--- src/rtl/ps2_pkg.sv ---
// Shared definitions for the PS/2 Set-2 scan-code decoder: FSM states, protocol bytes
// and the held-key table (code, E0 flag, bit index).
package ps2_pkg;

  typedef enum logic [1:0] {
    ST_IDLE     = 2'd0,
    ST_GOT_E0   = 2'd1,
    ST_GOT_F0   = 2'd2,
    ST_GOT_E0F0 = 2'd3
  } ps2_state_t;

  localparam logic [7:0] PS2_PFX_EXT = 8'hE0;
  localparam logic [7:0] PS2_PFX_BRK = 8'hF0;
  localparam logic [7:0] PS2_BAT_OK  = 8'hAA;
  localparam logic [7:0] PS2_ERR0    = 8'h00;
  localparam logic [7:0] PS2_ERR1    = 8'hFF;

  localparam logic [7:0] KEY_W_CODE     = 8'h1D;
  localparam logic [7:0] KEY_A_CODE     = 8'h1C;
  localparam logic [7:0] KEY_S_CODE     = 8'h1B;
  localparam logic [7:0] KEY_D_CODE     = 8'h23;
  localparam logic [7:0] KEY_UP_CODE    = 8'h75;
  localparam logic [7:0] KEY_LEFT_CODE  = 8'h6B;
  localparam logic [7:0] KEY_DOWN_CODE  = 8'h72;
  localparam logic [7:0] KEY_RIGHT_CODE = 8'h74;

  localparam logic [2:0] KEY_W_IDX     = 3'd0;
  localparam logic [2:0] KEY_A_IDX     = 3'd1;
  localparam logic [2:0] KEY_S_IDX     = 3'd2;
  localparam logic [2:0] KEY_D_IDX     = 3'd3;
  localparam logic [2:0] KEY_UP_IDX    = 3'd4;
  localparam logic [2:0] KEY_LEFT_IDX  = 3'd5;
  localparam logic [2:0] KEY_DOWN_IDX  = 3'd6;
  localparam logic [2:0] KEY_RIGHT_IDX = 3'd7;

  function automatic logic is_prefix(input logic [7:0] b);
    return (b == PS2_PFX_EXT) || (b == PS2_PFX_BRK);
  endfunction

endpackage

--- src/rtl/ps2_key_map.sv ---
// Combinational lookup from (scan code, E0 flag) to held-key bit index.
// The E0 flag must match exactly: keypad 75 and arrow E0 75 are different keys.
module ps2_key_map
  import ps2_pkg::*;
(
  input  logic [7:0] code,
  input  logic       ext,
  output logic       hit,
  output logic [2:0] index
);

  always_comb begin
    hit   = 1'b0;
    index = 3'd0;
    if (!ext) begin
      case (code)
        KEY_W_CODE: begin hit = 1'b1; index = KEY_W_IDX; end
        KEY_A_CODE: begin hit = 1'b1; index = KEY_A_IDX; end
        KEY_S_CODE: begin hit = 1'b1; index = KEY_S_IDX; end
        KEY_D_CODE: begin hit = 1'b1; index = KEY_D_IDX; end
        default:    ;
      endcase
    end else begin
      case (code)
        KEY_UP_CODE:    begin hit = 1'b1; index = KEY_UP_IDX;    end
        KEY_LEFT_CODE:  begin hit = 1'b1; index = KEY_LEFT_IDX;  end
        KEY_DOWN_CODE:  begin hit = 1'b1; index = KEY_DOWN_IDX;  end
        KEY_RIGHT_CODE: begin hit = 1'b1; index = KEY_RIGHT_IDX; end
        default:        ;
      endcase
    end
  end

endmodule

--- src/rtl/ps2_scancode_decoder.sv ---
// Assembles PS/2 Set-2 byte sequences (make, E0 make, F0 break, E0 F0 break) into key events
// and a held-key vector. Optional macro PS2_TYPEMATIC_FILTER_EN suppresses repeats of held keys.
//
// state        | meaning
// ST_IDLE      | no partial sequence; next byte starts a new one
// ST_GOT_E0    | E0 received, waiting for code or F0
// ST_GOT_F0    | F0 received, waiting for break code
// ST_GOT_E0F0  | E0 F0 received, waiting for extended break code
module ps2_scancode_decoder
  import ps2_pkg::*;
#(
  parameter int TIMEOUT_CYCLES = 100000,
  parameter int TOUT_W         = 17
) (
  input  logic       clk,
  input  logic       reset,
  input  logic [7:0] byte_in,
  input  logic       byte_valid,
  input  logic       byte_err,
  output logic       key_valid,
  output logic [7:0] key_code,
  output logic       key_ext,
  output logic       key_release,
  output logic [7:0] held,
  output logic       kbd_error
);

  ps2_state_t        state;
  logic [TOUT_W-1:0] tout;
  logic              lookup_ext;
  logic              map_hit;
  logic [2:0]        map_idx;
  logic              tout_done;
  logic              suppress;

  assign lookup_ext = (state == ST_GOT_E0) || (state == ST_GOT_E0F0);
  assign tout_done  = (tout == TOUT_W'(TIMEOUT_CYCLES - 1));

  ps2_key_map u_key_map (
    .code  (byte_in),
    .ext   (lookup_ext),
    .hit   (map_hit),
    .index (map_idx)
  );

`ifdef PS2_TYPEMATIC_FILTER_EN
  assign suppress = map_hit && held[map_idx];
`else
  assign suppress = 1'b0;
`endif

  always_ff @(posedge clk) begin
    if (reset) begin
      state       <= ST_IDLE;
      tout        <= '0;
      key_valid   <= 1'b0;
      key_code    <= 8'h00;
      key_ext     <= 1'b0;
      key_release <= 1'b0;
      held        <= 8'h00;
      kbd_error   <= 1'b0;
    end else begin
      key_valid <= 1'b0;
      kbd_error <= 1'b0;

      if (byte_err) begin
        state     <= ST_IDLE;
        tout      <= '0;
        kbd_error <= 1'b1;
      end else if (byte_valid) begin
        tout <= '0;
        case (state)
          ST_IDLE, ST_GOT_E0: begin
            if (byte_in == PS2_PFX_BRK) begin
              state <= (state == ST_IDLE) ? ST_GOT_F0 : ST_GOT_E0F0;
            end else if (byte_in == PS2_PFX_EXT) begin
              state <= ST_GOT_E0;
            end else if ((state == ST_IDLE) && (byte_in == PS2_BAT_OK)) begin
              state <= ST_IDLE;
            end else if ((state == ST_IDLE) &&
                         ((byte_in == PS2_ERR0) || (byte_in == PS2_ERR1))) begin
              kbd_error <= 1'b1;
              held      <= 8'h00;
            end else begin
              state <= ST_IDLE;
              if (!suppress) begin
                key_valid   <= 1'b1;
                key_code    <= byte_in;
                key_ext     <= lookup_ext;
                key_release <= 1'b0;
              end
              if (map_hit) held[map_idx] <= 1'b1;
            end
          end
          ST_GOT_F0, ST_GOT_E0F0: begin
            state <= ST_IDLE;
            if (is_prefix(byte_in)) begin
              kbd_error <= 1'b1;
            end else begin
              key_valid   <= 1'b1;
              key_code    <= byte_in;
              key_ext     <= lookup_ext;
              key_release <= 1'b1;
              if (map_hit) held[map_idx] <= 1'b0;
            end
          end
          default: state <= ST_IDLE;
        endcase
      end else if (state != ST_IDLE) begin
        // A byte arriving on the expiry cycle is handled above, so it always wins.
        if (tout_done) begin
          state     <= ST_IDLE;
          tout      <= '0;
          kbd_error <= 1'b1;
        end else begin
          tout <= tout + 1'b1;
        end
      end else begin
        tout <= '0;
      end
    end
  end

endmodule

--- config.mk ---
export PLATFORM = sky130hd
export DESIGN_NAME = ps2_scancode_decoder
export DESIGN_NICKNAME = d
export VERILOG_FILES = /design/src/rtl/ps2_pkg.sv /design/src/rtl/ps2_key_map.sv /design/src/rtl/ps2_scancode_decoder.sv
export SDC_FILE = /design/constraint.sdc
export NUM_CORES = 1
export LEC_CHECK = 0
export CORE_ASPECT_RATIO = 1.25
export CORE_MARGIN = 5
export CORE_UTILIZATION = 57
export CTS_CLUSTER_SIZE = 30
export DETAILED_ROUTE_END_ITERATION = 8
export HOLD_SLACK_MARGIN = 0.12
export PLACE_DENSITY = 0.83
export SLEW_MARGIN = 20
export SYNTH_ARGS = -nofsm -noshare
export SYNTH_HDL_FRONTEND = slang
export SYNTH_SLANG_ARGS = --single-unit
--- constraint.sdc ---
create_clock -name clk -period 4.03 [get_ports clk]
set_clock_uncertainty 0.05 [all_clocks]
set_input_delay 0.403 -clock clk [delete_from_list [all_inputs] [get_ports clk]]
set_output_delay 0.403 -clock clk [all_outputs]
set_load 0.01 [all_outputs]
# After elaboration in Yosys (flattened, before gate mapping)
# Index checks and enable logic that the tools add are counted.
# Widths: inputs -> output; s select.
dict set report totals {
  out_inout_bits 20
  elab_cells 121
  regBits 39
  input_bits 12
}
dict set report op_classes {
  n_lt_le_gt_ge 2
  addsub 1
  mux 59
  eq_ne 24
  bitwise_logic 6
  n_reduce_logical 21
}
# op count
set op_table {}
lappend op_table {{$mux 8} 12}
lappend op_table {{$eq 8x7->1 const B} 4}
lappend op_table {{$eq 8x8->1 const B} 4}
lappend op_table {{$pmux 8 s2} 2}
lappend op_table {{$mux 1} 29}
lappend op_table {{$eq 8x5->1 const B} 3}
lappend op_table {{$add 17x1->17 const B} 1}
lappend op_table {{$eq 17x17->1 const B} 1}
lappend op_table {{$mux 2} 7}
lappend op_table {{$ne 2x2->1 const B} 6}
lappend op_table {{$pmux 3 s4} 1}
lappend op_table {{$and 8x8->8} 1}
lappend op_table {{$eq 8x6->1 const B} 1}
lappend op_table {{$logic_not 8->1} 1}
lappend op_table {{$not 8->8} 1}
lappend op_table {{$or 8x8->8} 1}
lappend op_table {{$pmux 1 s2} 4}
lappend op_table {{$reduce_and 8->1} 1}
lappend op_table {{$reduce_or 4->1} 2}
lappend op_table {{$reduce_and 7->1} 1}
lappend op_table {{$ne 6x6->1 const B} 1}
lappend op_table {{$pmux 2 s3} 1}
lappend op_table {{$reduce_bool 2->1} 3}
lappend op_table {{$reduce_or 2->1} 3}
lappend op_table {{other kinds (15)} 22}

# Logic depth before layout (Yosys ltp)
# Gate-level depths: netlist of run 1.
dict set report depth {
  ltp_word 14
  mapped_depth 8
  depth_no_buf 7
}

# By module
# Synthesis of run 1 repeated with hierarchy kept, for this count alone.
dict set report unflattened {
  hier_cells 246
  hier_area_um2 2072.0
}
# mod area_each_um2 instances seq_area_each_um2 cells_each
set modules_own_cells {}
lappend modules_own_cells {ps2_scancode_decoder 1906.8 1 780.7 224}
lappend modules_own_cells {ps2_key_map 165.2 1 0.0 22}

# Worst setup path after synthesis of run 1
# Ideal clock, no wire load.
dict set report synth_path {
  path_kind {input to register}
  startpoint {input byte_in[2]}
  endpoint {register held[7]}
  t_required_ps 3905
  t_arrival_ps 2224
  path_buffers 1
  stages 7
  setup_ps 75
  setup_slack_ps 1681
  cell_sequence {clkbuf_1 > or4_4 > or3_4 > nand2_4 > o31ai_2 > or4_1 > o22ai_1}
}
dict set report synth_via {
  elab_chain_len 14
  word_cells_on_any_way 48
  classes_between {order compare: 2; eq/ne: 18; mux: 16; bitwise: 3; reduce/logical: 9}
}
# item line
set synth_rtl {}
lappend synth_rtl {{start: declaration} ps2_scancode_decoder.sv:17} ;# input logic [7:0] byte_in,
lappend synth_rtl {{$eq 8x7->1 (tied with other cells)} ps2_key_map.sv:24} ;# case (code)
lappend synth_rtl {{$pmux 3 s4 / $pmux 2 s3 (equally long branches)} {ps2_key_map.sv:24, ps2_key_map.sv:16}}
lappend synth_rtl {{$mux 3} ps2_key_map.sv:15} ;# if (!ext) begin
lappend synth_rtl {{$lt 3x4->1 (not written as such) / $ge 3x1->1 (equally long branches)} {ps2_scancode_decoder.sv:92, ps2_scancode_decoder.sv:104}}
lappend synth_rtl {{$logic_and 1x1->1 (not written as such)} {ps2_scancode_decoder.sv:92, ps2_scancode_decoder.sv:104}}
lappend synth_rtl {{$mux 1 (not written as such)} {ps2_scancode_decoder.sv:92, ps2_scancode_decoder.sv:104}}
lappend synth_rtl {{$demux 1 s3} {ps2_scancode_decoder.sv:92, ps2_scancode_decoder.sv:104}}
lappend synth_rtl {{$or 8x8->8 (no source line)} -}
lappend synth_rtl {{$mux 8} ps2_scancode_decoder.sv:92} ;# if (map_hit) held[map_idx] <= 1'b1;
lappend synth_rtl {{$mux 8} ps2_scancode_decoder.sv:80} ;# end else if ((state == ST_IDLE) &&
lappend synth_rtl {{$mux 8} ps2_scancode_decoder.sv:78} ;# end else if ((state == ST_IDLE) && (byte_in == PS2_BAT_OK)) begin
lappend synth_rtl {{$mux 8} ps2_scancode_decoder.sv:76} ;# end else if (byte_in == PS2_PFX_EXT) begin
lappend synth_rtl {{$mux 8} ps2_scancode_decoder.sv:74} ;# if (byte_in == PS2_PFX_BRK) begin
lappend synth_rtl {{$pmux 8 s2} ps2_scancode_decoder.sv:72} ;# case (state)
lappend synth_rtl {{end signal: assignment} ps2_scancode_decoder.sv:83} ;# held <= 8'h00;
lappend synth_rtl {{end signal: indexed assignment} ps2_scancode_decoder.sv:92}
lappend synth_rtl {{end signal: indexed assignment} ps2_scancode_decoder.sv:104} ;# if (map_hit) held[map_idx] <= 1'b0;
lappend synth_rtl {{end: declaration} ps2_scancode_decoder.sv:24} ;# output logic [7:0] held,
# Several ways; a longest one is shown, not always the timed one. The select of a mux whose other input is x is not followed.
# A chain may end at the register's enable or synchronous reset.

# Worst setup path in the final report of run 1
dict set report layout_path {
  startpoint {input byte_in[1]}
  endpoint {register key_code[1]}
}
dict set report layout_via {
  elab_chain_len 5
  word_cells_on_any_way 21
  classes_between {eq/ne: 9; mux: 6; reduce/logical: 6}
}
# item line
set layout_rtl {}
lappend layout_rtl {{$eq 8x8->1 (tied with other cells)} ps2_scancode_decoder.sv:81} ;# ((byte_in == PS2_ERR0) || (byte_in == PS2_ERR1))) begin
lappend layout_rtl {{$logic_or 1x1->1 / $mux 8 (equally long branches)} {ps2_scancode_decoder.sv:81, ps2_scancode_decoder.sv:78}}
lappend layout_rtl {{$logic_and 1x1->1 / $mux 8 (equally long branches)} {ps2_scancode_decoder.sv:80, ps2_scancode_decoder.sv:76}}
lappend layout_rtl {{$ne 2x2->1 (no source line) / $mux 8 (equally long branches)} -}
lappend layout_rtl {{$reduce_and 7->1 (no source line) / $pmux 8 s2 (equally long branches)} -}
lappend layout_rtl {{end signal: assignment} ps2_scancode_decoder.sv:88} ;# key_code <= byte_in;
lappend layout_rtl {{end signal: assignment} ps2_scancode_decoder.sv:101} ;# key_code <= byte_in;
lappend layout_rtl {{end: declaration} ps2_scancode_decoder.sv:21} ;# output logic [7:0] key_code,
# Several ways; a longest one is shown, not always the timed one. The select of a mux whose other input is x is not followed.

==> results of run 1 <==
-- per-layer routing --
layer  track usage [%]  vias up
li1                  -      938
met1              23.5      865
met2              31.4       56
met3              4.53        2
met4              6.24        0
met5                 0        -
-- worst paths after layout --
check / startpoint / end
hold / removal: key_code[6] / key_code[6]
setup / recovery: byte_in[1] / key_code[1]
setup reg to reg: state[1] / key_code[1]
hold reg to reg: key_code[6] / key_code[6]
-- kinds of logic after synthesis --
| family | Yosys count | share of synthesized area [%] |
|---|---|---|
| adders and majority gates | 1 | 0.614 |
| xor gates and xnor gates | 14 | 6.02 |
| AOI/OAI and AO/OA | 44 | 14.9 |
| and+or+nand+nor | 130 | 35.5 |
| buffers and inverters | 20 | 4.73 |
| DFF | 39 | 38.3 |
-- per-stage QoR --
stage                     hold WS [ns]  instance area, sq um  instances  util (%)
after CTS                        0.407                  2420        314      69.4
final                            0.403                  2420        314      69.4
after floorplan                  0.368                  2040        248         -
after detailed placement         0.398                  2330        306      67.0
after global routing             0.439                  2420        314      69.4
after global placement           0.381                  2330        306      67.0
-- cell type report --
| type | count | share of cell area [%] |
|---|---|---|
| Sequential cell | 39 | 32.3 |
| Clock buffer | 7 | 3.16 |
| Inverter | 7 | 1.09 |
| Timing Repair Buffer | 32 | 13.2 |
| Clock inverter | 1 | 0.207 |
| Multi-Input combinational cell | 189 | 48.1 |
| Tap cell | 39 | 2.02 |
-- power breakdown --
group          internal, uW  total, uW  switching, uW
clock network           121        248            127
registers               390        393           2.81
logic                  31.2       66.2           35.0
-- Yosys cell counts (all sizes together) (2+ instances only) --
cell	number
a21oi	17
a22oi	4
a31oi	2
and2	3
and3	5
buf	6
clkbuf	7
dfxtp	39
inv	7
nand2	26
nand2b	4
nand3	26
nand3b	3
nor2	27
nor3	4
nor3b	2
nor4b	2
o211a	2
o21ai	6
or2	2
or3	10
or4	4
or4bb	2
xnor2	3
xor2	11
-- flip-flops by register name, summed over array words and instances (netlist names) --
| register | flops |
|---|---|
| key_code | 8 |
| key_release | 1 |
| kbd_error | 1 |
| held | 8 |
| key_ext | 1 |
| tout | 17 |
| state | 2 |
| key_valid | 1 |
-- worst max-delay path, cell delays in order --
cell	delay [ns]
clkdlybuf4s50_1	0.62
or4_4	0.61
or3_4	0.42
and2_0	0.41
nand2_1	0.45
nand2_1	0.10
a21oi_1	0.15
==> impl_metrics.ini, run 1 <==
[floorplan]
dieArea_sq_um = 4880
start_util_pct = 58.5
core-area_sq_um = 3480
rows = 24
die_h_microns = 76.9
die_x_microns = 63.5
ios = 32

[flow_run]
cap_viol_max_count = 0

[clocking]
cts_buffer_depth = 2
cts_resized = 0
htree_levels = 2
cts_setup_buffers = 0
clkLatencyLatePin_ns = 0.28
path_clk_slew_ns = 0.07
cts_tree = yes
cts_root_buf = clkbuf_8
cts_buffers = 5
cts_hold_buf = 0
clock_sinks = 39

[drt]
top_layer_used = met4
via_per_inst = 5.93
wire_per_inst_microns = 13.7
met3_length_microns = 236
first_pass_iters = 4
m1WireLength_mm = 1.93
drt_iter0_drc = 122
ant_nets = 0
drc = 0
wl_met2_mm = 2.09
wl_mm = 4.31
vias = 1861

[critical_path]
startpoint_type = input port
r2r_cells = 6
crit_arrival_ns = 3.17
path_max_fanout = 14
rrSetupSlack_ns = 1.38
path_class = input port to register
endpoint_kind = register
critPathRequiredTime_ns = 4.18

[synthesis]
synthFlopType = dfxtp_1
synth_area_per_cell_sq_um = 8.22
synth_nets = 261
synth_seq_cells = 39
synthTopCellsByArea = dfxtp_1, nand3_1, nor2_1, xor2_1, nand2_1
synth_warnings = 0
synth.top_cell.area_share_pct = 38.3
yosysUniqueCellTypes = 57
synthCells = 248
yosys.area.top_type = dfxtp_1
syn-cell-area_sq_um = 2040
synth_edf_count = 0
synth-async-reset-ratio_pct = 0
ys_seq_area_share_pct = 38.3

[placement]
routabilityCongestion = 0.815
hpwl_mm = 3.12
place_ws_ns = 0.750
port_buffers = 31

[timing]
slew_viol_final = 0
max_freq_mhz = 331
final-hold-violation-count = 0
period_needed_ns = 3.02
setup_viol = 0
rsz0062_at_grt = no
tightest_slew_ns = 0.878
fin_ws_ns = 1.01
slew_headroom_pct = 40.7
min_period_over_period_pct = 75.1
fin_setup_tns_ns = 0

[outcome]
status = finished, final reports clean

[power_and_ir_drop]
p_total_uw = 707
ir_drop_mv = 0.269
power_density_nw_per_um2 = 293
leakagePower_uw = 0.000826

[layout]
multi_input_area_sq_um = 1160
seqCellArea_sq_um = 781
num-fill-cells = 290
n_antenna_cell = 0
final_common_cell = dfxtp_1
final_cell_mix = dfxtp_1, clkdlybuf4s50_1, nor2_1
nNetsFinal = 287
drive_above_1_share_pct = 6.91
syn_to_final_growth_pct = 18.5

[hold_path]
hp-class = register to register
hold_depth = 2

[grt]
grt_usage_pct = 18.8
grt_pass1_wl_mm = 7.69
grt-ovfl-total = 0
grt_start_max_net_pins = 20
grt_pass1_vias = 1757
antenna_found_initial = 0
(Power assumes the default switching activity.)
==> inputs of run 2 (changes only) <==
--- a/config.mk
+++ b/config.mk
@@ -7,11 +7,11 @@
 export LEC_CHECK = 0
 export CORE_ASPECT_RATIO = 1.25
 export CORE_MARGIN = 5
-export CORE_UTILIZATION = 57
+export CORE_UTILIZATION = 53
 export CTS_CLUSTER_SIZE = 30
 export DETAILED_ROUTE_END_ITERATION = 8
 export HOLD_SLACK_MARGIN = 0.12
-export PLACE_DENSITY = 0.83
+export PLACE_DENSITY = 0.78
 export SLEW_MARGIN = 20
 export SYNTH_ARGS = -nofsm -noshare
 export SYNTH_HDL_FRONTEND = slang
==> constraint.sdc (replaced) <==
create_clock -name clk -period 3.04 [get_ports clk]
set_clock_uncertainty 0.05 [all_clocks]
set_input_delay 0.304 -clock clk [delete_from_list [all_inputs] [get_ports clk]]
set_output_delay 0.304 -clock clk [all_outputs]
set_load 0.01 [all_outputs]
==> run 2 against run 1 <==
Critical path depth stayed put. Die area is 6.4% higher. Via count decreased by 2.4%. Final cell count up 2.5%. Worst hold slack got worse by 0.0044 ns. Sequential power is 33% higher. Register-to-register slack worse by 0.68 ns. Combinational power is 40% higher. First-iteration DRC count fell by 52%. Global-route usage is 0.22 points lower. Wire length shrank 0.30%. Sequential cell count unchanged.
==> impl_metrics.ini, run 2 (synthesized netlist as in run 1, its figures left out) <==
[timing]
tightest_slew_ns = 0.858
slew_viol_final = 0
final-hold-violation-count = 0
slew_headroom_pct = 42.1
rsz0062_at_grt = no
max_freq_mhz = 385
min_period_over_period_pct = 85.4
period_needed_ns = 2.60
setup_viol = 0
fin_setup_tns_ns = 0
hold_ws_ns = 0.399

[layout]
top_register = tout
n_antenna_cell = 0
nNetsFinal = 294
drive_above_1_share_pct = 9.57
utilization_pct = 65.9
final_common_cell = dfxtp_1
syn_to_final_growth_pct = 21.4
reg.largest.list = tout (17), held (8), key_code (8)
largest_reg_flops = 17
final_cell_mix = dfxtp_1, clkdlybuf4s50_1, nor2_1

[clocking]
cts_setup_buffers = 0
cts_buffers = 5
cts_resized = 0
htree_levels = 2
path_clk_slew_ns = 0.07
cts_root_buf = clkbuf_8
cts_tree = yes
clkLatencyLatePin_ns = 0.29
cts_hold_buf = 0
clock_sinks = 39
cts_buffer_depth = 2

[hold_path]
hp-class = register to register

[critical_path]
cp_cell_sequence = clkdlybuf4s50_1, or4_4, or3_4, and2_0, nand2_1, nand2_1, a21oi_1
path_max_fanout = 11
endpoint_kind = register
critPathRequiredTime_ns = 3.20
slowest_delay_ns = 0.60
slowest_stage = or4_4
crit_arrival_ns = 2.76
startpoint_type = input port
critical_path_buf_inv_count = 1
cp_common_cell = nand2_1
path_class = input port to register
path_delay_family = simple AND/OR/NAND/NOR gates

[drt]
wl_mm = 4.29
first_pass_iters = 4
vias = 1816
ant_nets = 0
drt_iter0_drc = 58
wire_per_inst_microns = 13.3
drc = 0
via_per_inst = 5.64

[placement]
routabilityCongestion = 0.853
hpwl_mm = 3.20
port_buffers = 31

[grt]
grt_start_max_net_pins = 18
grt_pass1_vias = 1751
grt_usage_pct = 18.6
grt_pass1_wl_mm = 7.80
grt-ovfl-total = 0
antenna_found_initial = 0

[floorplan]
dieArea_sq_um = 5190
rows = 25
start_util_pct = 54.3
core-area_sq_um = 3750
die_h_microns = 79.3
ios = 32
die_x_microns = 65.5

[flow_run]
cap_viol_max_count = 0

[power_and_ir_drop]
power_density_nw_per_um2 = 387
leakagePower_uw = 0.000859
ir_drop_mv = 0.273

[outcome]
status = finished, final reports clean
-- run 2: worst paths after layout --
kind | startpoint | to | slack, ns | cells after the start
worst max-delay path | byte_in[1] | key_code[4] | 0.44 | 7
worst min-delay path | tout[0] | tout[0] | 0.40 | 1
worst max register to register | state[0] | held[7] | 0.70 | 6
worst min register to register | tout[0] | tout[0] | 0.40 | 1
-- run 2: per-layer routing --
layer	vias up	share of wire (%)	global-route usage, %
li1	953	-	-
met1	824	49	24.9
met5	-	0	0
met3	6	3.5	4.24
met4	0	1.1	4.98
met2	33	46	30.0
-- run 2: where the power goes --
part | internal [uW] | switching [uW]
registers | 517 | 3.92
logic | 46.0 | 46.6
clock network | 160 | 182
total | 724 | 233
-- run 2: worst reg2reg max path: stages (launching register included) --
cell and delay, ns:
dfxtp_1 0.44, nand4bb_1 0.29, or4_1 0.57, o211a_1 0.20, nand2b_1 0.18, or4_1 0.39, o22ai_1 0.14
-- run 2: stage by stage --
| stage | instances | cell area (sq um) | setup WS (ns) | total power, uW |
|---|---|---|---|---|
| 2_1_floorplan | 248 | 2040 | 0.790 | 583 |
| 3_3_place_gp | 314 | 2390 | 0.175 | 625 |
| 3_5_place_dp | 314 | 2390 | 0.151 | 626 |
| 4_1_cts | 322 | 2470 | 0.428 | 965 |
| 5_1_grt | 322 | 2470 | 0.234 | 1000 |
| 6_report | 322 | 2470 | 0.445 | 956 |
-- run 2: cell type report --
cell class | instances | area [sq um]
repair buffers | 39 | 370
clock inverters | 2 | 12.5
well taps | 40 | 50.0
flip-flops and latches | 39 | 781
multi-input cells | 189 | 1160
clock buffers | 6 | 72.6
inverters | 7 | 26.3
fillers | 322 | 1280
==> inputs of run 3 (changes only) <==
--- a/config.mk
+++ b/config.mk
@@ -7,11 +7,12 @@
 export LEC_CHECK = 0
 export CORE_ASPECT_RATIO = 1.25
 export CORE_MARGIN = 5
-export CORE_UTILIZATION = 53
+export CORE_UTILIZATION = 55
+export CTS_BUF_LIST = sky130_fd_sc_hd__clkbuf_2
 export CTS_CLUSTER_SIZE = 30
 export DETAILED_ROUTE_END_ITERATION = 8
 export HOLD_SLACK_MARGIN = 0.12
-export PLACE_DENSITY = 0.78
+export PLACE_DENSITY = 0.8
 export SLEW_MARGIN = 20
 export SYNTH_ARGS = -nofsm -noshare
 export SYNTH_HDL_FRONTEND = slang
==> run 3 against run 2 <==
Die area decreased by 3.1%. Combinational power grew 2.5%. Utilization increased by 2.7 points. Wire length grew 5.3%. Worst hold slack improved by 0.011 ns. Register-to-register slack worse by 0.07 ns. Design area fell by 1.8%. Total power shrank 11%. Clock-buffer cell count did not move. Critical path type unchanged. Critical endpoint is now held[7]. Highest routed layer unchanged.
==> impl_metrics.ini, run 3 (synthesized netlist as in run 1, its figures left out) <==
[layout]
fin_cells = 321
final_area_sq_um = 2430
syn_to_final_growth_pct = 19.2
n_antenna_cell = 0
reg.largest.list = tout (17), held (8), key_code (8)
drive_above_1_share_pct = 9.93
final_common_cell = dfxtp_1
final_cell_mix = dfxtp_1, clkdlybuf4s50_1, nor2_1
largest_reg_flops = 17
nNetsFinal = 294
top_register = tout

[placement]
routabilityCongestion = 0.837
hpwl_mm = 3.32
port_buffers = 31
placed_cell_area_sq_um = 2390
place_ws_ns = 0.0914
placed_cells = 313

[power_and_ir_drop]
leakagePower_uw = 0.000846
seqPwrFrac_pct = 61.6
ir_drop_mv = 0.300
switchingPower_uw = 225
comb_power_share_pct = 11.2
p_total_uw = 849
swShare_pct = 26.5
p_int_uw = 624
p_clk_share_pct = 27.3
power_density_nw_per_um2 = 349

[drt]
drc = 0
wl_mm = 4.52
vias = 1882
wire_per_inst_microns = 14.1
drt_iter0_drc = 74
first_pass_iters = 4
via_per_inst = 5.86
ant_nets = 0

[flow_run]
cap_viol_max_count = 0

[floorplan]
die_x_microns = 64.5
core-area_sq_um = 3540
start_util_pct = 57.5
ios = 32
rows = 24
dieArea_sq_um = 5030
die_h_microns = 78.1

[clocking]
htree_levels = 2
clkLatencyLatePin_ns = 0.40
cts_buffers = 5
cts_setup_buffers = 0
cts_root_buf = clkbuf_2
cts_resized = 0
path_clk_slew_ns = 0.18
cts_tree = yes
cts_hold_buf = 0
cts_buffer_depth = 2
clock_sinks = 39

[grt]
grt_pass1_vias = 1765
antenna_found_initial = 0
grt-ovfl-total = 0
grt_start_max_net_pins = 18
grt_pass1_wl_mm = 7.96
grt_usage_pct = 19.6

[hold_path]
hold_depth = 1
hp-class = register to register
min_from = tout[0]
holdPathEnd = tout[0]

[timing]
final-hold-violation-count = 0
period_needed_ns = 2.54
slew_viol_final = 0
rsz0062_at_grt = no
min_period_over_period_pct = 83.5
fin_ws_ns = 0.501
fin_setup_tns_ns = 0
slew_headroom_pct = 44.6
max_freq_mhz = 394
setup_viol = 0
tightest_slew_ns = 0.820

[critical_path]
r2r-end = key_code[6]
r2r_cells = 6
path_class = input port to register
critPathRequiredTime_ns = 3.31
rrSetupSlack_ns = 0.63
crit_arrival_ns = 2.81
rr_startpoint = state[1]
path_max_fanout = 10
startpoint_type = input port
endpoint_kind = register

[outcome]
status = finished, final reports clean
run 3: cell counts in the layout (fill, tap and decap cells not counted):
No cell type changed its count.
run 3: per-stage QoR:
step	hold slack (ns)	utilization (%)
floorplan	0.333	-
global placement	0.388	67.4
detailed placement	0.396	67.4
CTS	0.419	68.6
global route	0.445	68.6
finish	0.410	68.6
run 3: final cells by class:
cell class,instances,area [sq um]
Tap cell,39,48.8
Clock buffer,6,30.0
Multi-Input combinational cell,189,1160
Fill cell,307,1110
Inverter,7,26.3
Sequential cell,39,781
Clock inverter,2,12.5
Timing Repair Buffer,39,370
run 3: critical path: stages:
cell and delay (ns):
clkdlybuf4s50_1 0.66, nor4bb_1 0.64, a22oi_1 0.20, o211a_1 0.30, nand2b_1 0.18, or4_1 0.39
o22ai_1 0.15
run 3: how the worst max path moves through the flow:
stage	slack (ns)	start	to	depth (start not counted)
4_1_cts	0.52	byte_in[3]	held[7]	7
3_3_place_gp	0.14	byte_in[3]	held[7]	7
6_report	0.50	byte_in[3]	held[7]	7
3_5_place_dp	0.09	byte_in[3]	held[7]	7
5_1_grt	0.38	byte_in[3]	held[0]	7
2_1_floorplan	0.79	byte_in[2]	held[7]	7
run 3: per-layer routing:
metal | vias to the layer above | global-route usage (%) | wire, microns
li1 | 952 | - | -
met1 | 878 | 24.6 | 2100
met2 | 44 | 31.8 | 2110
met3 | 8 | 5.00 | 238
met4 | 0 | 8.25 | 73
met5 | - | 0 | 0
run 3: power groups by stage:
stage               clock network [uW]  registers [uW]  logic (uW)
floorplan                            0             535        47.9
global placement                     0             533        93.4
detailed placement                   0             533        94.0
CTS                                240             523        94.5
global route                       264             525         104
finish                             231             523        94.9
